[src/rtl/mmio_test_controller_pkg.sv]
// Shared types and constants for the MMIO test controller.
// Test states, store-size codes and default register addresses.
package mmio_pkg;

  typedef enum logic [1:0] {
    ST_RUN,
    ST_PASS,
    ST_FAIL,
    ST_TIMEOUT
  } state_e;

  localparam logic [2:0] FUNCT3_SB = 3'b000;
  localparam logic [2:0] FUNCT3_SH = 3'b001;
  localparam logic [2:0] FUNCT3_SW = 3'b010;

  localparam logic [31:0] TOHOST_ADDR_DEF  = 32'h0000_1000;
  localparam logic [31:0] LED_ADDR_DEF     = 32'h0000_2000;
  localparam logic [31:0] CYCLE_ADDR_DEF   = 32'h0000_2004;
  localparam logic [31:0] CONSOLE_ADDR_DEF = 32'h0000_2008;

  // Counter step that sticks at all-ones instead of wrapping.
  function automatic logic [31:0] sat_inc(input logic [31:0] v);
    return (v == '1) ? v : v + 32'd1;
  endfunction

endpackage

[src/rtl/mmio_test_controller_if.sv]
// CPU data-memory bus as seen by the MMIO test controller.
// The CPU is the master; the controller answers hit and read data.
interface mmio_test_controller_if;

  logic [31:0] dmem_addr;
  logic [31:0] dmem_wdata;
  logic        dmem_we;
  logic [2:0]  dmem_funct3;
  logic        mmio_hit;
  logic [31:0] mmio_rdata;

  modport master (
    output dmem_addr,
    output dmem_wdata,
    output dmem_we,
    output dmem_funct3,
    input  mmio_hit,
    input  mmio_rdata
  );

  modport slave (
    input  dmem_addr,
    input  dmem_wdata,
    input  dmem_we,
    input  dmem_funct3,
    output mmio_hit,
    output mmio_rdata
  );

endinterface

[src/rtl/mmio_test_controller_console_fifo.sv]
// Small synchronous FIFO buffering console bytes.
// A push while full is dropped unless a pop frees a slot that cycle.
module console_fifo #(
  parameter int unsigned DEPTH = 8,
  parameter int unsigned WIDTH = 8
) (
  input  logic             clk,
  input  logic             rst,
  input  logic             push_i,
  input  logic [WIDTH-1:0] din_i,
  input  logic             pop_i,
  output logic [WIDTH-1:0] dout_o,
  output logic             full_o,
  output logic             empty_o
);

  localparam int unsigned AW = $clog2(DEPTH);
  localparam logic [AW:0] ONE = {{AW{1'b0}}, 1'b1};

  logic [WIDTH-1:0] mem_q [DEPTH];
  logic [AW:0]      wr_q;
  logic [AW:0]      rd_q;
  logic             push_ok;
  logic             pop_ok;

  assign empty_o = (wr_q == rd_q);
  assign full_o  = (wr_q[AW] != rd_q[AW]) &&
                   (wr_q[AW-1:0] == rd_q[AW-1:0]);

  assign pop_ok  = pop_i && !empty_o;
  assign push_ok = push_i && (!full_o || pop_ok);

  assign dout_o = mem_q[rd_q[AW-1:0]];

  // Pointer update; the extra MSB tells full from empty.
  always_ff @(posedge clk) begin
    if (rst) begin
      wr_q <= '0;
      rd_q <= '0;
    end else begin
      if (push_ok) wr_q <= wr_q + ONE;
      if (pop_ok)  rd_q <= rd_q + ONE;
    end
  end

  // Storage write; contents need no reset since pointers gate them.
  always_ff @(posedge clk) begin
    if (push_ok) mem_q[wr_q[AW-1:0]] <= din_i;
  end

endmodule

[src/rtl/mmio_test_controller.sv]
// MMIO test controller: tohost pass/fail, watchdog, LEDs, cycle counter.
// Console FIFO at CONSOLE_ADDR is built only with MMIO_CONSOLE_EN defined.
module mmio_test_controller
  import mmio_pkg::*;
#(
  parameter logic [31:0] TOHOST_ADDR    = TOHOST_ADDR_DEF,
  parameter logic [31:0] LED_ADDR       = LED_ADDR_DEF,
  parameter logic [31:0] CYCLE_ADDR     = CYCLE_ADDR_DEF,
  parameter logic [31:0] CONSOLE_ADDR   = CONSOLE_ADDR_DEF,
  parameter int unsigned TIMEOUT_CYCLES = 5_000_000,
  parameter int unsigned CONSOLE_DEPTH  = 8
) (
  input  logic        clk,
  input  logic        rst,
  mmio_test_controller_if.slave bus,
  output logic [3:0]  leds_out,
  output logic        test_done,
  output logic        test_pass,
  output logic        test_timeout,
  output logic [30:0] fail_code,
  output logic [31:0] cycle_count
`ifdef MMIO_CONSOLE_EN
  ,
  output logic        console_valid,
  output logic [7:0]  console_data,
  input  logic        console_ready
`endif
);

  localparam bit          WD_EN   = (TIMEOUT_CYCLES != 0);
  localparam logic [31:0] WD_LAST = 32'(TIMEOUT_CYCLES) - 32'd1;

  logic [31:0] addr;
  logic [31:0] wdata;
  logic        we;
  logic [2:0]  funct3;

  logic        hit_tohost;
  logic        hit_led;
  logic        hit_cycle;
  logic        hit_con;

  logic        led_wr;
  logic        tohost_wr;
  logic        pass_wr;
  logic        fail_wr;
  logic        wd_exp;

  state_e      state_q;
  logic [31:0] cycle_q;
  logic [3:0]  leds_q;
  logic [30:0] fail_q;
  logic        done_q;
  logic        pass_q;
  logic        tmo_q;
  logic [31:0] rdata;

  assign addr   = bus.dmem_addr;
  assign wdata  = bus.dmem_wdata;
  assign we     = bus.dmem_we;
  assign funct3 = bus.dmem_funct3;

  assign hit_tohost = (addr == TOHOST_ADDR);
  assign hit_led    = (addr == LED_ADDR);
  assign hit_cycle  = (addr == CYCLE_ADDR);
`ifdef MMIO_CONSOLE_EN
  assign hit_con    = (addr == CONSOLE_ADDR);
`else
  assign hit_con    = 1'b0;
`endif

  assign bus.mmio_hit = hit_tohost | hit_led | hit_cycle | hit_con;

  // Zero-latency load mux; unmapped addresses read as zero.
  always_comb begin
    rdata = '0;
    unique case (1'b1)
      hit_cycle: rdata = cycle_q;
      hit_led:   rdata = {28'b0, leds_q};
      default:   ;
    endcase
  end

  assign bus.mmio_rdata = rdata;

  assign led_wr    = we && hit_led;
  assign tohost_wr = we && hit_tohost &&
                     (funct3 == FUNCT3_SW) && wdata[0];
  assign pass_wr   = tohost_wr && (wdata == 32'd1);
  assign fail_wr   = tohost_wr && (wdata != 32'd1);
  assign wd_exp    = WD_EN && (cycle_q == WD_LAST);

  // Test FSM: a tohost store beats the watchdog; end states hold until rst.
  always_ff @(posedge clk) begin
    if (rst) begin
      state_q <= ST_RUN;
      cycle_q <= '0;
      leds_q  <= '0;
      fail_q  <= '0;
      done_q  <= 1'b0;
      pass_q  <= 1'b0;
      tmo_q   <= 1'b0;
    end else begin
      if (led_wr) leds_q <= wdata[3:0];
      unique case (state_q)
        ST_RUN: begin
          if (pass_wr) begin
            state_q <= ST_PASS;
            done_q  <= 1'b1;
            pass_q  <= 1'b1;
          end else if (fail_wr) begin
            state_q <= ST_FAIL;
            done_q  <= 1'b1;
            fail_q  <= wdata[31:1];
          end else if (wd_exp) begin
            state_q <= ST_TIMEOUT;
            done_q  <= 1'b1;
            tmo_q   <= 1'b1;
          end else begin
            cycle_q <= sat_inc(cycle_q);
          end
        end
        default: ;
      endcase
    end
  end

  assign leds_out     = leds_q;
  assign test_done    = done_q;
  assign test_pass    = pass_q;
  assign test_timeout = tmo_q;
  assign fail_code    = fail_q;
  assign cycle_count  = cycle_q;

`ifdef MMIO_CONSOLE_EN
  logic con_push;
  logic con_empty;
  logic con_full_unused;

  assign con_push = we && hit_con;

  console_fifo #(
    .DEPTH (CONSOLE_DEPTH),
    .WIDTH (8)
  ) u_console (
    .clk     (clk),
    .rst     (rst),
    .push_i  (con_push),
    .din_i   (wdata[7:0]),
    .pop_i   (console_ready),
    .dout_o  (console_data),
    .full_o  (con_full_unused),
    .empty_o (con_empty)
  );

  assign console_valid = !con_empty;
`else
  logic unused_cfg;
  assign unused_cfg = ^{CONSOLE_ADDR, 32'(CONSOLE_DEPTH)};
`endif

endmodule
[src/flat_wrapper.sv]
// flat-port wrapper written by rule: the top's interface ports become plain ports
module mmio_test_controller_flat import mmio_pkg::*;
#(
  parameter logic [31:0] TOHOST_ADDR    = TOHOST_ADDR_DEF,
  parameter logic [31:0] LED_ADDR       = LED_ADDR_DEF,
  parameter logic [31:0] CYCLE_ADDR     = CYCLE_ADDR_DEF,
  parameter logic [31:0] CONSOLE_ADDR   = CONSOLE_ADDR_DEF,
  parameter int unsigned TIMEOUT_CYCLES = 5_000_000,
  parameter int unsigned CONSOLE_DEPTH  = 8
)
  (clk, rst, leds_out, test_done, test_pass, test_timeout, fail_code, cycle_count, bus_dmem_addr, bus_dmem_wdata, bus_dmem_we, bus_dmem_funct3, bus_mmio_hit, bus_mmio_rdata);
  mmio_test_controller_if bus_i ();
  input  logic clk;
  input  logic rst;
  output logic [3:0] leds_out;
  output logic test_done;
  output logic test_pass;
  output logic test_timeout;
  output logic [30:0] fail_code;
  output logic [31:0] cycle_count;
  input wire logic [$bits(bus_i.dmem_addr)-1:0] bus_dmem_addr;
  input wire logic [$bits(bus_i.dmem_wdata)-1:0] bus_dmem_wdata;
  input wire logic [$bits(bus_i.dmem_we)-1:0] bus_dmem_we;
  input wire logic [$bits(bus_i.dmem_funct3)-1:0] bus_dmem_funct3;
  output wire logic [$bits(bus_i.mmio_hit)-1:0] bus_mmio_hit;
  output wire logic [$bits(bus_i.mmio_rdata)-1:0] bus_mmio_rdata;
  assign bus_i.dmem_addr = bus_dmem_addr;
  assign bus_i.dmem_wdata = bus_dmem_wdata;
  assign bus_i.dmem_we = bus_dmem_we;
  assign bus_i.dmem_funct3 = bus_dmem_funct3;
  assign bus_mmio_hit = bus_i.mmio_hit;
  assign bus_mmio_rdata = bus_i.mmio_rdata;
  mmio_test_controller #(.TOHOST_ADDR(TOHOST_ADDR), .LED_ADDR(LED_ADDR), .CYCLE_ADDR(CYCLE_ADDR), .CONSOLE_ADDR(CONSOLE_ADDR), .TIMEOUT_CYCLES(TIMEOUT_CYCLES), .CONSOLE_DEPTH(CONSOLE_DEPTH)) u_core (.clk(clk), .rst(rst), .bus(bus_i), .leds_out(leds_out), .test_done(test_done), .test_pass(test_pass), .test_timeout(test_timeout), .fail_code(fail_code), .cycle_count(cycle_count));
endmodule
[config.mk]
export PLATFORM = sky130hd
export DESIGN_NAME = mmio_test_controller_flat
export DESIGN_NICKNAME = d
export VERILOG_FILES = /design/src/rtl/mmio_test_controller_pkg.sv /design/src/rtl/mmio_test_controller_if.sv /design/src/rtl/mmio_test_controller_console_fifo.sv /design/src/rtl/mmio_test_controller.sv /design/src/flat_wrapper.sv
export SDC_FILE = /design/constraint.sdc
export NUM_CORES = 1
export LEC_CHECK = 0
export CAP_MARGIN = 40
export CORE_MARGIN = 2
export CORE_UTILIZATION = 35
export CTS_CLUSTER_SIZE = 40
export DETAILED_ROUTE_END_ITERATION = 6
export GPL_TIMING_DRIVEN = 0
export HOLD_SLACK_MARGIN = 0.06
export MAX_ROUTING_LAYER = met4
export PLACE_DENSITY = 0.76
export SETUP_SLACK_MARGIN = 0.15
export SLEW_MARGIN = 10
export SYNTH_ARGS = -nofsm -noshare
export SYNTH_HDL_FRONTEND = slang
export SYNTH_SLANG_ARGS = --single-unit
[constraint.sdc]
create_clock -name clk -period 5.28 [get_ports clk]
set_input_delay 1.056 -clock clk [delete_from_list [all_inputs] [get_ports clk]]
set_output_delay 1.056 -clock clk [all_outputs]
set_load 0.03 [all_outputs]
# After elaboration in Yosys (flattened, before gate mapping)
# Index checks and enable logic that the tools add are counted.
[word_totals]
n_memories = 0
latch_bits = 0
input_bits = 70
mem_bits_rw = 0
rom_bits = 0
wordCells = 42
register_bits = 72
out_inout_bits = 103
[op_classes]
addsub = 1
eq_ne = 8
div = 0
mux = 7
bitwise_logic = 6
magnitude_cmp = 0
n_mul = 0
shift = 0
reduce_logical = 13
[ops]
columns = ["op", "count"]
rows = [
  ["32-bit by 14-bit == test with 1-bit output (second input constant)", 2],
  ["32-bit one-hot mux with 2 select lines", 1],
  ["32-bit by 1-bit adder with 32-bit output (second input constant)", 1],
  ["32-bit by 1-bit == test with 1-bit output (second input constant)", 1],
  ["32-bit by 13-bit == test with 1-bit output (second input constant)", 1],
  ["32-bit by 23-bit == test with 1-bit output (second input constant)", 1],
  ["32-bit == test (second input constant)", 1],
  ["32-bit by 1-bit != test with 1-bit output (second input constant)", 1],
  ["1-bit logical AND", 6],
  ["2-bit two-way mux", 3],
  ["5-bit AND reduction", 1],
  ["1-bit NOT", 4],
  ["2-bit AND reduction", 2],
  ["4-bit AND reduction", 1],
  ["3-bit by 2-bit == test with 1-bit output (second input constant)", 1],
  ["1-bit two-way mux", 3],
  ["3-bit AND reduction", 1],
  ["3-bit nonzero test", 1],
  ["2-bit logical NOT", 1],
  ["1-bit OR", 2],
]

# Logic depth before layout (Yosys ltp)
[logic_depth]
word_depth = 7
depth_mapped = 9

# Least setup slack after synthesis
# OpenSTA, ideal clock, no wires.
[synth_timing]
path_kind = "input to output"
start = "in bus_dmem_addr[26]"
end = "out bus_mmio_rdata[10]"
t_arrival_ns = 2.570
path_buffers = 1
path_slack_ns = 1.654
cell_stages = 6
cell_sequence = "nor4_1 -> and4_1 -> nand3_1 -> nor2_1 -> clkbuf_1 -> and2_1"
[synth_via]
elab_chain_cells = 2
word_cells_on_any_way = 3
[synth_rtl]
columns = ["item", "line_no", "text"]
rows = [
  ["from (decl)", "flat_wrapper.sv:21", "input wire logic [$bits(bus_i.dmem_addr)-1:0] bus_dmem_addr;"],
  ["32-bit by 14-bit == test with 1-bit output, on equally long branches", "mmio_test_controller.sv:64, mmio_test_controller.sv:65", ""],
  ["32-bit one-hot mux with 2 select lines (*)", "mmio_test_controller.sv:77", "unique case (1'b1)"],
  ["to (decl)", "flat_wrapper.sv:26", "output wire logic [$bits(bus_i.mmio_rdata)-1:0] bus_mmio_rdata;"],
]
# Every way passes the cells marked *; elsewhere a longest branch is shown, timed or not.

# Worst setup path in the final report
[layout_timing]
start = "in bus_dmem_addr[14]"
end = "out bus_mmio_rdata[17]"
# The elaborated chain is that of the path after synthesis.

==> flow_metrics.py <==
metrics = {
    "finish": {
        "final_cells": 746,
        "postLayoutCellArea_sq_um": 5720,
        "syn_to_final_growth_pct": 56.4,
        "mostFrequentLayoutCell": "clkdlybuf4s50_1",
        "mostFrequentLayoutCells": "clkdlybuf4s50_1 (171), nor2_1 (73), dfxtp_1 (72), mux2i_1 (40), nor4_1 (29)",
        "fillerInstances": 930,
        "final_layout_size_suffix_gt1_frac": 0.0672,
        "antenna_cells": 0,
        "layout.nets": 676,
    },
    "timing": {
        "finalCritPeriodShare": 0.915,
        "skew_ns": 0.00944,
        "holdWs_ns": 0.497,
        "max_freq_mhz": 207,
        "slew_headroom": 0.502,
        "finalMaxSlewViolations": 0,
        "tightest_slew_ns": 0.740,
        "finalHoldViolCount": 0,
        "setup-tns-final_ns": 0,
        "period_minus_slack_ns": 4.83,
        "setup_viol": 0,
        "rsz0062_at_grt": "no",
    },
    "clock_tree": {
        "clock_latency_ns": 0.35,
        "cts_sinks": 72,
        "cts_root_buffer": "clkbuf_8",
        "cts_buffers": 9,
        "cts_buffer_depth": 2,
        "cts_tree": "done",
        "cts.reportedPaths.clkPinSlew_ns": 0.08,
        "h-tree-depth": 3,
    },
    "floorplanning": {
        "dieArea_sq_um": 11300,
        "row_count": 37,
        "fp.dieH_microns": 106,
        "start_util": 0.357,
        "core_area_sq_um": 10200,
        "fp.dieW_microns": 106,
        "ios": 173,
    },
    "drt": {
        "drt_iter0_drc": 172,
        "ant_nets": 0,
        "drt_wl_total_microns": 11600,
        "drt_first_pass_iters": 4,
        "avgRoutedWirePerCell_microns": 15.5,
        "drc_errors": 0,
        "vias_per_cell": 5.20,
        "via_count": 3882,
    },
    "power": {
        "ir_drop_mv": 0.152,
        "p_leak_nw": 2.17,
        "power_density_nw_per_um2": 181,
    },
    "setup_path": {
        "cpMostUsedCell": "clkdlybuf4s50_1",
        "regToRegEndpoint": "u_core.cycle_count[18]",
        "crit_family": "simple AND/OR/NAND/NOR gates",
        "cp_max_fo": 10,
        "cp_num_cells": 8,
        "crit_path_top_delay_cell": "clkdlybuf4s50_1",
        "reg2reg_from": "u_core.cycle_count[0]",
        "slowest_delay_ns": 0.66,
        "crit_path_start": "bus_dmem_addr[14]",
        "cp-start-kind": "primary input",
        "crit_type": "in -> out",
        "regToRegSetupSlack_ns": 2.66,
        "r2r_cells": 9,
        "crit_buf_inv": 3,
        "setup.worst_path.end": "bus_mmio_rdata[17]",
        "critPathArrivalTime_ns": 3.77,
        "path_cells": "clkdlybuf4s50_1, nor4_1, and4_1, nand3_2, nor2_1, clkbuf_2, and2_1, clkdlybuf4s50_1",
        "worstSetupEndpointType": "primary output",
        "required_ns": 4.22,
    },
    "min_path": {
        "worst_hold_path_type": "reg -> reg",
        "min-delay-start": "u_core.state_q[1]",
    },
    "global_routing": {
        "grt_pass1_vias": 3852,
        "grt_usage": 0.213,
        "grt_max_degree": 14,
        "grt_pass1_wl_microns": 18800,
        "gr-total-overflow": 0,
        "antenna_found_initial": 0,
    },
    "run": {
        "maxCapViolCount": 0,
    },
    "synthesis": {
        "syn_nets": 494,
        "netlist.area_leader.share": 0.394,
        "synth_cell_types": 41,
        "yosysWarnings": 0,
        "yosys.area.top_type": "dfxtp_1",
        "synth-seq-cells": 72,
        "synth.area.top_cells": "dfxtp_1 (39%), mux2i_1 (11%), nor2_1 (7.5%)",
        "syn_area_per_cell_sq_um": 8.64,
        "synth_area_sq_um": 3660,
        "synth-seq-area-share": 0.394,
        "synthCells": 423,
    },
    "placed_design": {
        "dp.final_hpwl_microns": 9000,
        "post-place-cells": 730,
        "portBuffers": 171,
        "place_area_sq_um": 5540,
        "place.gp.congestion": 0.849,
    },
    "status": {
        "status": "finished clean",
    },
}
## cell usage after synthesis, drive strengths merged
cell and n:
xnor2 13, or4 6, and3 3, nor4b 8, o21ai 8, nand3 12
nor2b 4, buf 12, mux2i 40, o31ai 5, mux2 4, nand4 15
nor4bb 2, o41ai 1, nand2b 2, and4 11, clkbuf 14, or3 11
a31o 2, or2 4, ha 1, nor2 73, inv 6, dfxtp 72
a21oi 19, xor2 1, nor3b 1, nand2 10, a31oi 2, nor3 6
o41a 1, nor4 29, and2 25
## worst min path at each step
stage	slack, ns	endpoint	depth (start not counted)
after floorplan	0.45	u_core.state_q[1]	2
after global placement	0.45	u_core.test_done	2
after detailed placement	0.46	u_core.test_pass	2
after CTS	0.50	u_core.state_q[1]	2
after global routing	0.51	u_core.state_q[1]	2
final	0.50	u_core.state_q[1]	2
## sequential cells by signal, indices dropped and copies added, names as in the netlist
| signal | flops |
|---|---|
| u_core.cycle_count | 32 |
| u_core.state_q | 2 |
| u_core.test_timeout | 1 |
| u_core.leds_out | 4 |
| u_core.fail_code | 31 |
| u_core.test_done | 1 |
| u_core.test_pass | 1 |
## worst reg2reg max path, stage by stage (launching register included)
cell and delay, ns:
dfxtp_1 0.45, ha_1 0.25, and3_1 0.16, clkbuf_1 0.27
nand3_1 0.21, o41a_1 0.38, nand4_1 0.21, clkbuf_1 0.33
or3_1 0.17, a21oi_1 0.06
## cells by family (layout without fill, tap and decap cells)
| kind of cell | Yosys count | after routing | synth area share |
|---|---|---|---|
| and+or+nand+nor | 222 | 222 | 0.341 |
| DFF | 72 | 72 | 0.394 |
| muxes | 44 | 44 | 0.123 |
| AOI/OAI and AO/OA | 38 | 38 | 0.0661 |
| buffers and inverters | 32 | 219 | 0.0387 |
| xor gates and xnor gates | 14 | 14 | 0.0335 |
| adders and majority gates | 1 | 1 | 0.00342 |
## routing by layer
| layer | GRT usage | up-vias | routed length (microns) |
|---|---|---|---|
| met1 | 0.263 | 1831 | 5060 |
| met3 | 0.0405 | 12 | 772 |
| met2 | 0.356 | 145 | 5600 |
| met5 | - | - | 0 |
| li1 | - | 1894 | - |
| met4 | 0.0592 | 0 | 140 |
## metrics by stage
step | setup slack, ns | total power, W | utilization
2_1_floorplan | 1.65 | 0.000583 | -
3_3_place_gp | 0.181 | 0.000649 | 0.541
3_5_place_dp | 0.0602 | 0.000650 | 0.541
4_1_cts | 0.276 | 0.00104 | 0.559
5_1_grt | 0.234 | 0.00108 | 0.559
6_report | 0.450 | 0.00103 | 0.559
## repair_timing
| item | CTS | global route |
|---|---|---|
| buffers inserted | 0 | 0 |
| endpoints found under the setup margin | 20 | 20 |
| resized for setup | 1 | 4 |
| hold buffers | 0 | 0 |
## final cells by class
cell class / instances / area (sq um) / share of cell area
Tap cell: 136 / 170 / 0.0298
Clock inverter: 6 / 45.0 / 0.00788
Inverter: 6 / 22.5 / 0.00394
Timing Repair Buffer: 171 / 1710 / 0.299
Buffer: 26 / 121 / 0.0212
Multi-Input combinational cell: 319 / 2080 / 0.363
Sequential cell: 72 / 1440 / 0.252
Clock buffer: 10 / 128 / 0.0223
## power by group
part / internal [W] / switching (W) / total [W]
sequential: 0.000544 / 0.00000342 / 0.000548
combinational: 0.0000561 / 0.0000334 / 0.0000895
clock: 0.000173 / 0.000224 / 0.000397
total: 0.000774 / 0.000261 / 0.00103
Power figures use the tool's default switching activity.
